`src/rtl/if_fetch_ctrl_if.sv`:
```
// if_fetch_ctrl_if: instruction-bus handshake between the fetch sequencer
// (master) and an SRAM-like instruction bus (slave).
//   inst_req/inst_addr   : request valid and address, held until inst_addr_ok
//   inst_addr_ok         : bus accepted the request this cycle
//   inst_data_ok/rdata   : bus returns read data, at the earliest one cycle
//                          after inst_addr_ok
interface if_fetch_ctrl_if #(
  parameter int ADDR_W = 32
) ();

  logic              inst_req;
  logic [ADDR_W-1:0] inst_addr;
  logic              inst_addr_ok;
  logic              inst_data_ok;
  logic [31:0]       inst_rdata;

  modport master (
    output inst_req,
    output inst_addr,
    input  inst_addr_ok,
    input  inst_data_ok,
    input  inst_rdata
  );

  modport slave (
    input  inst_req,
    input  inst_addr,
    output inst_addr_ok,
    output inst_data_ok,
    output inst_rdata
  );

endinterface

```
`src/rtl/if_fetch_ctrl.sv`:
```
// if_fetch_ctrl: instruction-fetch sequencer.
// Sits between the next-PC generator and the instruction bus. Issues one
// fetch at a time, strobes pc_write so the generator advances (or loads a
// redirect target), holds the returned instruction until decode accepts it,
// and discards responses belonging to fetches overtaken by a redirect.
//
// Optional feature: define IF_PERF_CNT_EN to build the fetch/cancel
// performance counters. Without it o_fetch_cnt/o_cancel_cnt are tied to 0.
module if_fetch_ctrl #(
  parameter int                ADDR_W   = 32,
  parameter logic [ADDR_W-1:0] RESET_PC = 32'hbfc00000
) (
  input  logic              clk,
  input  logic              rst,
  // instruction bus
  if_fetch_ctrl_if.master   bus,
  // next-PC generator
  input  logic [ADDR_W-1:0] i_pc_addr,
  input  logic              i_pc_adel,
  input  logic              i_redirect,
  output logic              o_pc_write,
  // decode side
  input  logic              i_id_allowin,
  output logic              o_if_valid,
  output logic [31:0]       o_if_inst,
  output logic [ADDR_W-1:0] o_if_pc,
  output logic              o_if_adel,
  // performance counters
  output logic [31:0]       o_fetch_cnt,
  output logic [31:0]       o_cancel_cnt
);

  // Sequencer states
  localparam logic [1:0] S_IDLE = 2'd0;  // one cycle after reset
  localparam logic [1:0] S_REQ  = 2'd1;  // request on the bus, not yet accepted
  localparam logic [1:0] S_WAIT = 2'd2;  // accepted, waiting for data
  localparam logic [1:0] S_HOLD = 2'd3;  // instruction presented to decode

  logic [1:0]        r_state;
  logic [1:0]        w_state_nxt;
  logic              r_cancel;
  logic              w_cancel_nxt;

  logic [ADDR_W-1:0] r_inst_addr;
  logic              r_if_valid;
  logic [31:0]       r_if_inst;
  logic [ADDR_W-1:0] r_if_pc;
  logic              r_if_adel;

  logic              w_in_idle;
  logic              w_in_req;
  logic              w_in_wait;
  logic              w_in_hold;
  logic              w_accept;
  logic              w_resp;
  logic              w_doomed;
  logic              w_resp_keep;
  logic              w_resp_drop;
  logic              w_hold_exit;
  logic              w_launch;
  logic              w_launch_adel;

  assign w_in_idle = (r_state == S_IDLE);
  assign w_in_req  = (r_state == S_REQ);
  assign w_in_wait = (r_state == S_WAIT);
  assign w_in_hold = (r_state == S_HOLD);

  // Bus accepted our request this cycle.
  assign w_accept = w_in_req && bus.inst_addr_ok;

  // A response is only meaningful while a fetch is outstanding.
  assign w_resp = w_in_wait && bus.inst_data_ok;

  // The in-flight fetch is stale if a redirect arrived earlier (r_cancel)
  // or arrives in the same cycle as the data.
  assign w_doomed    = r_cancel || i_redirect;
  assign w_resp_keep = w_resp && !w_doomed;
  assign w_resp_drop = w_resp &&  w_doomed;

  // Decode took the instruction, or a redirect flushes it.
  assign w_hold_exit = w_in_hold && (i_redirect || i_id_allowin);

  // Every point where a new fetch address is taken from the generator.
  assign w_launch      = w_in_idle || w_resp_drop || w_hold_exit;
  assign w_launch_adel = w_launch && i_pc_adel;

  // Advance on a clean accept; load the target on any redirect. A redirect
  // coinciding with an accept still produces a single pulse. An accept of
  // an already-cancelled request must not advance the generator again,
  // because it already holds the redirect target.
  assign o_pc_write = (w_accept && !r_cancel) || (i_redirect && !w_in_idle);

  // Next-state and cancel-flag logic.
  always_comb begin
    w_state_nxt  = r_state;
    w_cancel_nxt = r_cancel;
    case (r_state)
      S_REQ: begin
        if (i_redirect) begin
          w_cancel_nxt = 1'b1;
        end
        if (bus.inst_addr_ok) begin
          w_state_nxt = S_WAIT;
        end
      end
      S_WAIT: begin
        if (bus.inst_data_ok) begin
          // the single response of this fetch retires any pending cancel
          w_cancel_nxt = 1'b0;
          if (!w_doomed) begin
            w_state_nxt = S_HOLD;
          end
        end else if (i_redirect) begin
          w_cancel_nxt = 1'b1;
        end
      end
      default: begin
        w_state_nxt = r_state;
      end
    endcase
    // A misaligned fetch address never reaches the bus: it is reported
    // to decode directly as an address error.
    if (w_launch) begin
      w_state_nxt = i_pc_adel ? S_HOLD : S_REQ;
    end
  end

  // State and cancel flag registers.
  always_ff @(posedge clk) begin
    if (rst) begin
      r_state  <= S_IDLE;
      r_cancel <= 1'b0;
    end else begin
      r_state  <= w_state_nxt;
      r_cancel <= w_cancel_nxt;
    end
  end

  // Request address: captured at each launch, stable while in REQ/WAIT.
  always_ff @(posedge clk) begin
    if (rst) begin
      r_inst_addr <= RESET_PC;
    end else if (w_launch) begin
      r_inst_addr <= i_pc_addr;
    end
  end

  // Decode-side output buffer: filled by a clean response or an address
  // error, cleared when the held instruction leaves HOLD.
  always_ff @(posedge clk) begin
    if (rst) begin
      r_if_valid <= 1'b0;
      r_if_inst  <= 32'd0;
      r_if_pc    <= RESET_PC;
      r_if_adel  <= 1'b0;
    end else if (w_resp_keep) begin
      r_if_valid <= 1'b1;
      r_if_inst  <= bus.inst_rdata;
      r_if_pc    <= r_inst_addr;
      r_if_adel  <= 1'b0;
    end else if (w_launch_adel) begin
      r_if_valid <= 1'b1;
      r_if_inst  <= 32'd0;
      r_if_pc    <= i_pc_addr;
      r_if_adel  <= 1'b1;
    end else if (w_hold_exit) begin
      r_if_valid <= 1'b0;
      r_if_adel  <= 1'b0;
    end
  end

  assign bus.inst_req  = w_in_req;
  assign bus.inst_addr = r_inst_addr;
  assign o_if_valid    = r_if_valid;
  assign o_if_inst     = r_if_inst;
  assign o_if_pc       = r_if_pc;
  assign o_if_adel     = r_if_adel;

`ifdef IF_PERF_CNT_EN
  logic [31:0] r_fetch_cnt;
  logic [31:0] r_cancel_cnt;
  logic        w_fetch_inc;
  logic        w_cancel_inc;

  // Completed fetches include address errors delivered to decode; cancels
  // include discarded responses and held instructions flushed by redirect.
  assign w_fetch_inc  = w_resp_keep || w_launch_adel;
  assign w_cancel_inc = w_resp_drop || (w_in_hold && i_redirect && r_if_valid);

  // Free-running wrap-around performance counters.
  always_ff @(posedge clk) begin
    if (rst) begin
      r_fetch_cnt  <= 32'd0;
      r_cancel_cnt <= 32'd0;
    end else begin
      if (w_fetch_inc) begin
        r_fetch_cnt <= r_fetch_cnt + 32'd1;
      end
      if (w_cancel_inc) begin
        r_cancel_cnt <= r_cancel_cnt + 32'd1;
      end
    end
  end

  assign o_fetch_cnt  = r_fetch_cnt;
  assign o_cancel_cnt = r_cancel_cnt;
`else
  assign o_fetch_cnt  = 32'd0;
  assign o_cancel_cnt = 32'd0;
`endif

endmodule

```
`src/flat_wrapper.sv`:
```
// flat-port wrapper written by rule: the top's interface ports become plain ports
module if_fetch_ctrl_flat 
#(
  parameter int                ADDR_W   = 32,
  parameter logic [ADDR_W-1:0] RESET_PC = 32'hbfc00000
)
  (clk, rst, i_pc_addr, i_pc_adel, i_redirect, o_pc_write, i_id_allowin, o_if_valid, o_if_inst, o_if_pc, o_if_adel, o_fetch_cnt, o_cancel_cnt, bus_inst_req, bus_inst_addr, bus_inst_addr_ok, bus_inst_data_ok, bus_inst_rdata);
  if_fetch_ctrl_if #(.ADDR_W(ADDR_W)) bus_i ();
  input  logic clk;
  input  logic rst;
  input  logic [ADDR_W-1:0] i_pc_addr;
  input  logic i_pc_adel;
  input  logic i_redirect;
  output logic o_pc_write;
  input  logic i_id_allowin;
  output logic o_if_valid;
  output logic [31:0] o_if_inst;
  output logic [ADDR_W-1:0] o_if_pc;
  output logic o_if_adel;
  output logic [31:0] o_fetch_cnt;
  output logic [31:0] o_cancel_cnt;
  output wire logic [$bits(bus_i.inst_req)-1:0] bus_inst_req;
  output wire logic [$bits(bus_i.inst_addr)-1:0] bus_inst_addr;
  input wire logic [$bits(bus_i.inst_addr_ok)-1:0] bus_inst_addr_ok;
  input wire logic [$bits(bus_i.inst_data_ok)-1:0] bus_inst_data_ok;
  input wire logic [$bits(bus_i.inst_rdata)-1:0] bus_inst_rdata;
  assign bus_inst_req = bus_i.inst_req;
  assign bus_inst_addr = bus_i.inst_addr;
  assign bus_i.inst_addr_ok = bus_inst_addr_ok;
  assign bus_i.inst_data_ok = bus_inst_data_ok;
  assign bus_i.inst_rdata = bus_inst_rdata;
  if_fetch_ctrl #(.ADDR_W(ADDR_W), .RESET_PC(RESET_PC)) u_core (.clk(clk), .rst(rst), .bus(bus_i), .i_pc_addr(i_pc_addr), .i_pc_adel(i_pc_adel), .i_redirect(i_redirect), .o_pc_write(o_pc_write), .i_id_allowin(i_id_allowin), .o_if_valid(o_if_valid), .o_if_inst(o_if_inst), .o_if_pc(o_if_pc), .o_if_adel(o_if_adel), .o_fetch_cnt(o_fetch_cnt), .o_cancel_cnt(o_cancel_cnt));
endmodule
```
`config.mk`:
```
export PLATFORM = sky130hd
export DESIGN_NAME = if_fetch_ctrl_flat
export DESIGN_NICKNAME = d
export VERILOG_FILES = /design/src/rtl/if_fetch_ctrl_if.sv /design/src/rtl/if_fetch_ctrl.sv /design/src/flat_wrapper.sv
export SDC_FILE = /design/constraint.sdc
export NUM_CORES = 1
export LEC_CHECK = 0
export CAP_MARGIN = 40
export CORE_MARGIN = 2
export CORE_UTILIZATION = 30
export DETAILED_ROUTE_END_ITERATION = 7
export PLACE_DENSITY_LB_ADDON = 0.2
export RECOVER_POWER = 50
export SETUP_SLACK_MARGIN = 0.02
export SYNTH_ARGS = -nofsm -noshare
export SYNTH_HDL_FRONTEND = slang
export SYNTH_SLANG_ARGS = --single-unit
```
`constraint.sdc`:
```
create_clock -name clk -period 5.4 [get_ports clk]
set_input_delay 1.08 -clock clk [delete_from_list [all_inputs] [get_ports clk]]
set_output_delay 1.08 -clock clk [all_outputs]
set_load 0.02 [all_outputs]
```
# --- Word level (Yosys, flattened, before mapping) ---
# Cells that the tools add are included.
# W data, S select, Z words.
totals:
  regBits: 101
  inputBits: 71
  output_inout_bits: 164
classes:
  n_eq_ne: 6
  muxes: 16
  n_reduce_logical: 24
ops:
  columns: ["op", "n"]
  rows:
  - ["$mux W32", 4]
  - ["$mux W2", 5]
  - ["$ne A3 B3 Y1 const B", 3]
  - ["$logic_and A1 B1 Y1", 8]
  - ["$reduce_bool A2 Y1", 3]
  - ["$reduce_bool A3 Y1", 2]
  - ["$logic_or A1 B1 Y1", 5]
  - ["$mux W1", 5]
  - ["$eq A2 B2 Y1 const B", 2]
  - ["$pmux W2 S2", 1]
  - ["$reduce_and A4 Y1", 1]
  - ["$logic_not A1 Y1", 3]
  - ["$eq A2 B1 Y1 const B", 1]
  - ["$logic_not A2 Y1", 1]
  - ["$pmux W1 S2", 1]
  - ["$reduce_or A2 Y1", 1]

# --- Longest topological paths before layout ---
# Gate-level depths: netlist (run 1).
logic_depth:
  ltp_word: 8
  depth_mapped: 8
  mapped_depth_nobuf: 6

# --- Worst setup path before layout (run 1) ---
# Ideal clock, no wire load.
synth_timing:
  kind: "input -> output"
  start: "input bus_inst_addr_ok"
  end: "output o_pc_write"
  cell_stages: 2
  n_path_buf: 0
  t_required_ns: 4.320
  setup_slack_ns: 2.806
  t_arrival_ns: 1.514
  cell_sequence: "nand2_1 o22ai_1"
synth_between:
  elab_chain_len: 3
synth_lines:
  columns: ["item", "line_no", "text"]
  rows:
  - ["from (decl)", "flat_wrapper.sv:24", "input wire logic [$bits(bus_i.inst_addr_ok)-1:0] bus_inst_addr_ok;"]
  - ["$logic_and A1 B1 Y1", "if_fetch_ctrl.sv:69", "assign w_accept = w_in_req && bus.inst_addr_ok;"]
  - ["$logic_and A1 B1 Y1", "if_fetch_ctrl.sv:91", "assign o_pc_write = (w_accept && !r_cancel) || (i_redirect && !w_in_idle);"]
  - ["$logic_or A1 B1 Y1", "if_fetch_ctrl.sv:91", null]
  - ["to (decl)", "flat_wrapper.sv:14", "output logic o_pc_write;"]
# No other way between the ends.

# --- Worst setup path in the final report (run 1) ---
layout_timing:
  start: "input i_redirect"
  end: "register u_core.r_if_pc[25], in the netlist u_core.o_if_pc[25]"
layout_between:
  elab_chain_len: 6
layout_lines:
  columns: ["item", "line_no", "text"]
  rows:
  - ["from (decl)", "flat_wrapper.sv:13", "input logic i_redirect;"]
  - ["$logic_or A1 B1 Y1", "if_fetch_ctrl.sv:76", "assign w_doomed = r_cancel || i_redirect;"]
  - ["$logic_and A1 B1 Y1", "if_fetch_ctrl.sv:78", "assign w_resp_drop = w_resp && w_doomed;"]
  - ["$logic_or A1 B1 Y1 (2 in a row)", "if_fetch_ctrl.sv:84", "assign w_launch = w_in_idle || w_resp_drop || w_hold_exit;"]
  - ["$logic_and A1 B1 Y1", "if_fetch_ctrl.sv:85", "assign w_launch_adel = w_launch && i_pc_adel;"]
  - ["$reduce_bool A2 Y1 (no line)", null, null]
  - ["to (signal assigned)", "if_fetch_ctrl.sv:159", "r_if_pc <= r_inst_addr;"]
  - ["to (signal assigned)", "if_fetch_ctrl.sv:164", "r_if_pc <= i_pc_addr;"]
  - ["to (decl)", "if_fetch_ctrl.sv:47", "logic [ADDR_W-1:0] r_if_pc;"]
# Parallel ways exist; a longest one is shown, timed or not.
# A chain may end at the register's enable or synchronous reset.

==> results of run 1 <==
## cell families (layout without fill, tap and decap cells)
| family | after synthesis | in the layout | share of synthesized area, % |
|---|---|---|---|
| and+or+nand+nor | 146 | 146 | 13.3 |
| buffers and inverters | 103 | 196 | 15.4 |
| AOI/OAI and AO/OA | 101 | 101 | 18.3 |
| DFF | 101 | 101 | 44.7 |
| muxes | 32 | 32 | 7.08 |
| adders and majority gates | 4 | 4 | 1.11 |
| other | 1 | 64 | 0.0829 |
## critical path, stage by stage
cell,delay (ns)
dlygate4sd3_1,0.62
and4bb_4,0.38
o2bb2ai_1,1.33
buf_12,0.30
nor2_1,0.07
a211o_1,0.26
## layout by cell type (no fill, tap or decap)
cell type	count
a311oi_1	2
nand3b_1	10
clkinv_2	4
a211oi_1	6
dlygate4sd3_1	99
o2bb2ai_1	1
a22oi_1	33
o211ai_1	1
nor2_1	67
a211o_1	9
mux2i_1	32
buf_12	1
a21oi_1	26
a211oi_2	17
and3b_1	1
o21ai_0	1
dfxtp_1	101
o21ai_2	2
and4bb_4	1
clkbuf_1	1
o22ai_1	1
conb_1	64
ha_1	4
bufinv_16	1
clkdlybuf4s50_1	70
inv_1	4
clkbuf_16	9
nand2_1	66
a31oi_1	1
nor3_1	1
buf_4	5
clkbuf_8	1
a2bb2oi_4	1
buf_16	1
## flip-flops by register name, summed over array words and instances (netlist names)
| register | flops |
|---|---|
| u_core.bus.inst_addr | 32 |
| u_core.o_if_inst | 32 |
| u_core.o_if_pc | 32 |
| u_core.r_state | 2 |
| u_core.o_if_adel | 1 |
| u_core.o_if_valid | 1 |
| u_core.r_cancel | 1 |
## per-layer routing
layer  track usage (%)  wire length, um
met1              18.4             5430
met2              24.2             5570
met3              6.45             1010
met4              4.07              131
met5                 0                0
## cell type report
class | count | area, um2 | area share (%)
clock inverters | 5 | 50.0 | 0.787
multi-input cells | 347 | 2020 | 31.8
well taps | 184 | 230 | 3.62
repair buffers | 176 | 1780 | 27.9
inverters | 4 | 15.0 | 0.236
flip-flops and latches | 101 | 2020 | 31.8
clock buffers | 11 | 243 | 3.82
## worst min path at each step
stage                                   startpoint                        to  depth (start not counted)
after floorplan                    u_core.r_cancel           u_core.r_cancel                          2
after global placement          u_core.o_if_pc[22]        u_core.o_if_pc[22]                          1
after detailed placement        u_core.o_if_pc[25]        u_core.o_if_pc[25]                          1
after CTS                 u_core.bus.inst_addr[18]  u_core.bus.inst_addr[18]                          2
after global routing            u_core.o_if_pc[25]        u_core.o_if_pc[25]                          1
final                            u_core.o_if_valid         u_core.o_if_valid                          2
## metrics by stage
step	setup WS (ns)	instances	hold WS, ns	total power, mW	utilization (%)
floorplan	2.81	551	0.505	1.55	-
global placement	1.75	810	0.451	1.88	41.2
detailed placement	1.75	812	0.457	1.90	41.6
CTS	1.81	828	0.473	2.56	43.6
global route	1.35	828	0.490	2.63	43.4
finish	1.59	828	0.461	2.47	43.4
## power by group through the flow
stage / clock, mW / combinational (mW) / sequential [mW]
6_report: 0.646 / 0.883 / 0.945
5_1_grt: 0.700 / 0.963 / 0.963
4_1_cts: 0.672 / 0.941 / 0.951
3_5_place_dp: 0 / 0.936 / 0.965
3_3_place_gp: 0 / 0.915 / 0.964
2_1_floorplan: 0 / 0.460 / 1.09
==> impl_metrics.tcl, run 1 <==
set metrics [dict create \
    r2r_start "u_core.r_state[0]" \
    setup_tns_ns 0 \
    cts_buffers 9 \
    wire_per_inst_um 14.7 \
    postCtsSetupRepairBufs 0 \
    dieArea_um2 16100 \
    yosysWarnings 0 \
    clkPwrFrac_pct 26.1 \
    yosys.cell_types.count 30 \
    synthTopCellsByArea "dfxtp_1, buf_4, mux2i_1" \
    cts_sinks 101 \
    avgSynthCellArea_um2 9.27 \
    grt_start_max_net_pins 63 \
    start_util_pct 30.9 \
    syn_area_um2 4520 \
    synth_top_cell_by_area "dfxtp_1" \
    p_per_area_nw_per_um2 389 \
    critPathKind "input port to flop" \
    synth_flop_cell "dfxtp_1" \
    hold_path_class "flop to flop" \
    yosys-top-cells-count "dfxtp_1, buf_4, nor2_1" \
    cp_max_fo 32 \
    power.switching_uw 887 \
    num_antenna_cells 0 \
    yosysTopAreaCellShare_pct 44.7 \
    die_w_um 127 \
    routed_wl_um 12100 \
    p_sw_share_pct 35.9 \
    grt_pass1_vias 3578 \
    slew_headroom_pct -13.0 \
    worstSetupEndpointType "flop" \
    placed_cell_area_um2 6090 \
    synth_seq_area_share_pct 44.7 \
    boundaryPins 235 \
    die_h_um 127 \
    first_iter_violations 166 \
    finalSetupViolations 0 \
    maxCapViolations 1 \
    clkTransAtPathRegs_ns 0.07 \
    synthArstFlopShare_pct 0 \
    fin_crit_sh_pct 70.6 \
    finalMaxSlewViolations 20 \
    coreArea_um2 14600 \
    antenna_found_initial 0 \
    dp_hpwl_um 8210 \
    grt_usage_pct 15.0 \
    clock-root-buffer "clkbuf_16" \
    synth-edff-count 0 \
    fin_nets 714 \
    vias 3740 \
    ant_nets 0 \
    cts_resized 0 \
    drc 0 \
    ir_worst_vdd_mv 0.198 \
    status "complete, but fails checks" \
    rsz0062_at_grt "no" \
    overflow 0 \
    crit_start "i_redirect" \
    grt_pass1_wl_um 18900 \
    synthCells 488 \
    rr_worst_depth 7 \
    via_per_inst 4.52 \
    drive_above_1_share_pct 6.68 \
    critPathRequiredTime_ns 5.64 \
    cts_tree "yes" \
    pwr-share-comb_pct 35.7 \
    htree_levels 3 \
    tightestPinTransition_ns 1.69 \
    leakagePower_nw 2.60 \
    firstDrtPassIters 4 \
    p_int_mw 1.59 \
    reg2reg_to "u_core.o_if_pc[25]" \
    reg2reg_slack_ns 2.23 \
    final_area_um2 6360 \
    row_count 44 \
    clk_latency_ns 0.35 \
    critPathCapture "u_core.o_if_pc[25]" \
    place.port_buffers 170 \
    clock_path_buffers 2 \
    fmax_mhz 262 \
    fin_skew_ns 0.00529 \
    synth-seq-cells 101 \
    failed_checks "max-capacitance violations, max-slew violations" \
    final.min_clock_period_ns 3.81 \
    hold_buffers 0 \
    synth.most_common_cell "dfxtp_1" \
    num-fill-cells 1431 \
    critPathLaunchType "input port" \
    cp.arrival_ns 4.05 \
    hold_viol_final 0 \
    area_growth_pct 40.7 \
    gp_congestion 0.744 \
    sequentialPowerShare_pct 38.2 \
]
(Power assumes the default switching activity.)
==> run 2, diff against run 1 <==
- clock period: 5.4 -> 3.4 ns (I/O delays scaled with it)
==> run 2 against run 1 <==
The flow now finishes without violations. Final cell count grew 0.48%. Critical path depth is the same. Clock skew grew 0.0027 ns. Core utilization grew 0.085 points. Via count grew 0.78%. Total power grew 58%. Routed wire length shrank 1.2%. Worst hold slack lost 0.0052 ns. Design area grew 0.20%. Count of clock-buffer cells in the layout shrank 1.
==> impl_metrics.tcl, run 2 (synthesized netlist as in run 1, its figures left out) <==
set metrics [dict create \
    cts_sinks 101 \
    final_cell_mix "dfxtp_1, dlygate4sd3_1, clkdlybuf4s50_1" \
    start_util_pct 30.9 \
    setup_tns_ns 0 \
    status "completed" \
    clk_latency_ns 0.35 \
    final.min_clock_period_ns 2.87 \
    rr_worst_depth 7 \
    min_path_cells 1 \
    firstDrtPassIters 5 \
    hold_end "u_core.o_if_pc[31]" \
    cts_buffers 9 \
    cts_tree "yes" \
    dieArea_um2 16100 \
    clock-root-buffer "clkbuf_16" \
    area_growth_pct 41.0 \
    drc 0 \
    wire_per_inst_um 14.4 \
    dp_hpwl_um 8230 \
    grt_start_max_net_pins 56 \
    multi_input_area_um2 2040 \
    place.port_buffers 170 \
    fin_skew_ns 0.00800 \
    reg2reg_to "u_core.o_if_inst[24]" \
    cts_resized 0 \
    grt_pass1_wl_um 18300 \
    boundaryPins 235 \
    seq_area_um2 2020 \
    vias 3769 \
    p_per_area_nw_per_um2 615 \
    row_count 44 \
    critPathLaunchType "input port" \
    routed_wl_um 12000 \
    die_h_um 127 \
    gp_congestion 0.740 \
    reg2reg_slack_ns 1.19 \
    grt_pass1_vias 3591 \
    rsz0062_at_grt "no" \
    final_util_pct 43.5 \
    final_common_cell "dfxtp_1" \
    cp.arrival_ns 3.15 \
    die_w_um 127 \
    fin_crit_sh_pct 84.3 \
    worstSetupEndpointType "flop" \
    leakagePower_nw 2.60 \
    overflow 0 \
    hold_start "u_core.o_if_pc[31]" \
    drive_above_1_share_pct 7.25 \
    tightestPinTransition_ns 1.09 \
    fmax_mhz 349 \
    critPathKind "input port to flop" \
    clkTransAtPathRegs_ns 0.07 \
    ant_nets 0 \
    antenna_found_initial 0 \
    r2r_start "u_core.r_state[0]" \
    hold_path_class "flop to flop" \
    first_iter_violations 145 \
    cp_max_fo 32 \
    htree_levels 3 \
    fin_nets 718 \
    hold_viol_final 0 \
    grt_usage_pct 14.4 \
    clock_path_buffers 2 \
    via_per_inst 4.53 \
    num-fill-cells 1425 \
    ir_worst_vdd_mv 0.448 \
    critPathRequiredTime_ns 3.68 \
    slew_headroom_pct 26.8 \
    hold_buffers 0 \
    finalSetupViolations 0 \
    postCtsSetupRepairBufs 0 \
    maxCapViolations 0 \
    finalMaxSlewViolations 0 \
    num_antenna_cells 0 \
    coreArea_um2 14600 \
]
-- run 2: cell types whose count changed in the layout (fill, tap and decap cells not counted), sizes merged --
cell / before / now
clkbuf: 11 / 10
buf: 7 / 11
clkinvlp: 0 / 2
clkinv: 4 / 3
-- run 2: stage by stage --
stage	setup slack, ns	instances	total power, mW	hold slack, ns	area (um2)
after global routing	0.326	832	4.15	0.475	6370
after floorplan	1.56	551	2.46	0.505	4760
final	0.535	832	3.92	0.456	6370
after global placement	0.619	816	2.99	0.446	6080
after CTS	0.605	832	4.05	0.465	6380
after detailed placement	0.592	816	3.01	0.450	6080
-- run 2: cell type report --
type	instances	share of cell area (%)
inverter	4	0.236
clock inverter	6	1.00
timing repair buffer	180	27.8
sequential	101	31.7
clock buffer	10	3.59
multi-input combinational	347	32.0
tap	184	3.61
-- run 2: critical path: stages --
cell,delay [ns]
dlygate4sd3_1,0.60
o21ai_0,0.86
o2bb2ai_4,0.43
buf_4,0.36
a22oi_1,0.10
nor2_1,0.11
-- run 2: worst max-delay path by stage --
stage                            startpoint              endpoint  slack, ns  cells after the start
after floorplan           u_core.r_state[1]            o_pc_write       1.56                      4
after global placement           i_redirect            o_pc_write       0.62                      4
after detailed placement         i_redirect  u_core.o_if_inst[24]       0.59                      6
after CTS                        i_redirect            o_pc_write       0.61                      4
after global routing             i_redirect  u_core.o_if_inst[18]       0.33                      6
final                            i_redirect  u_core.o_if_inst[24]       0.53                      6
-- run 2: layer usage --
layer	wire length (um)	GRT usage (%)
met3	994	5.69
met1	5230	17.0
met2	5610	23.8
met5	0	0
met4	161	5.43
-- run 2: where the power goes --
part / switching, mW / total (mW) / internal, mW
clock: 0.453 / 1.02 / 0.570
combinational: 0.845 / 1.41 / 0.560
sequential: 0.117 / 1.49 / 1.37
total: 1.41 / 3.92 / 2.50
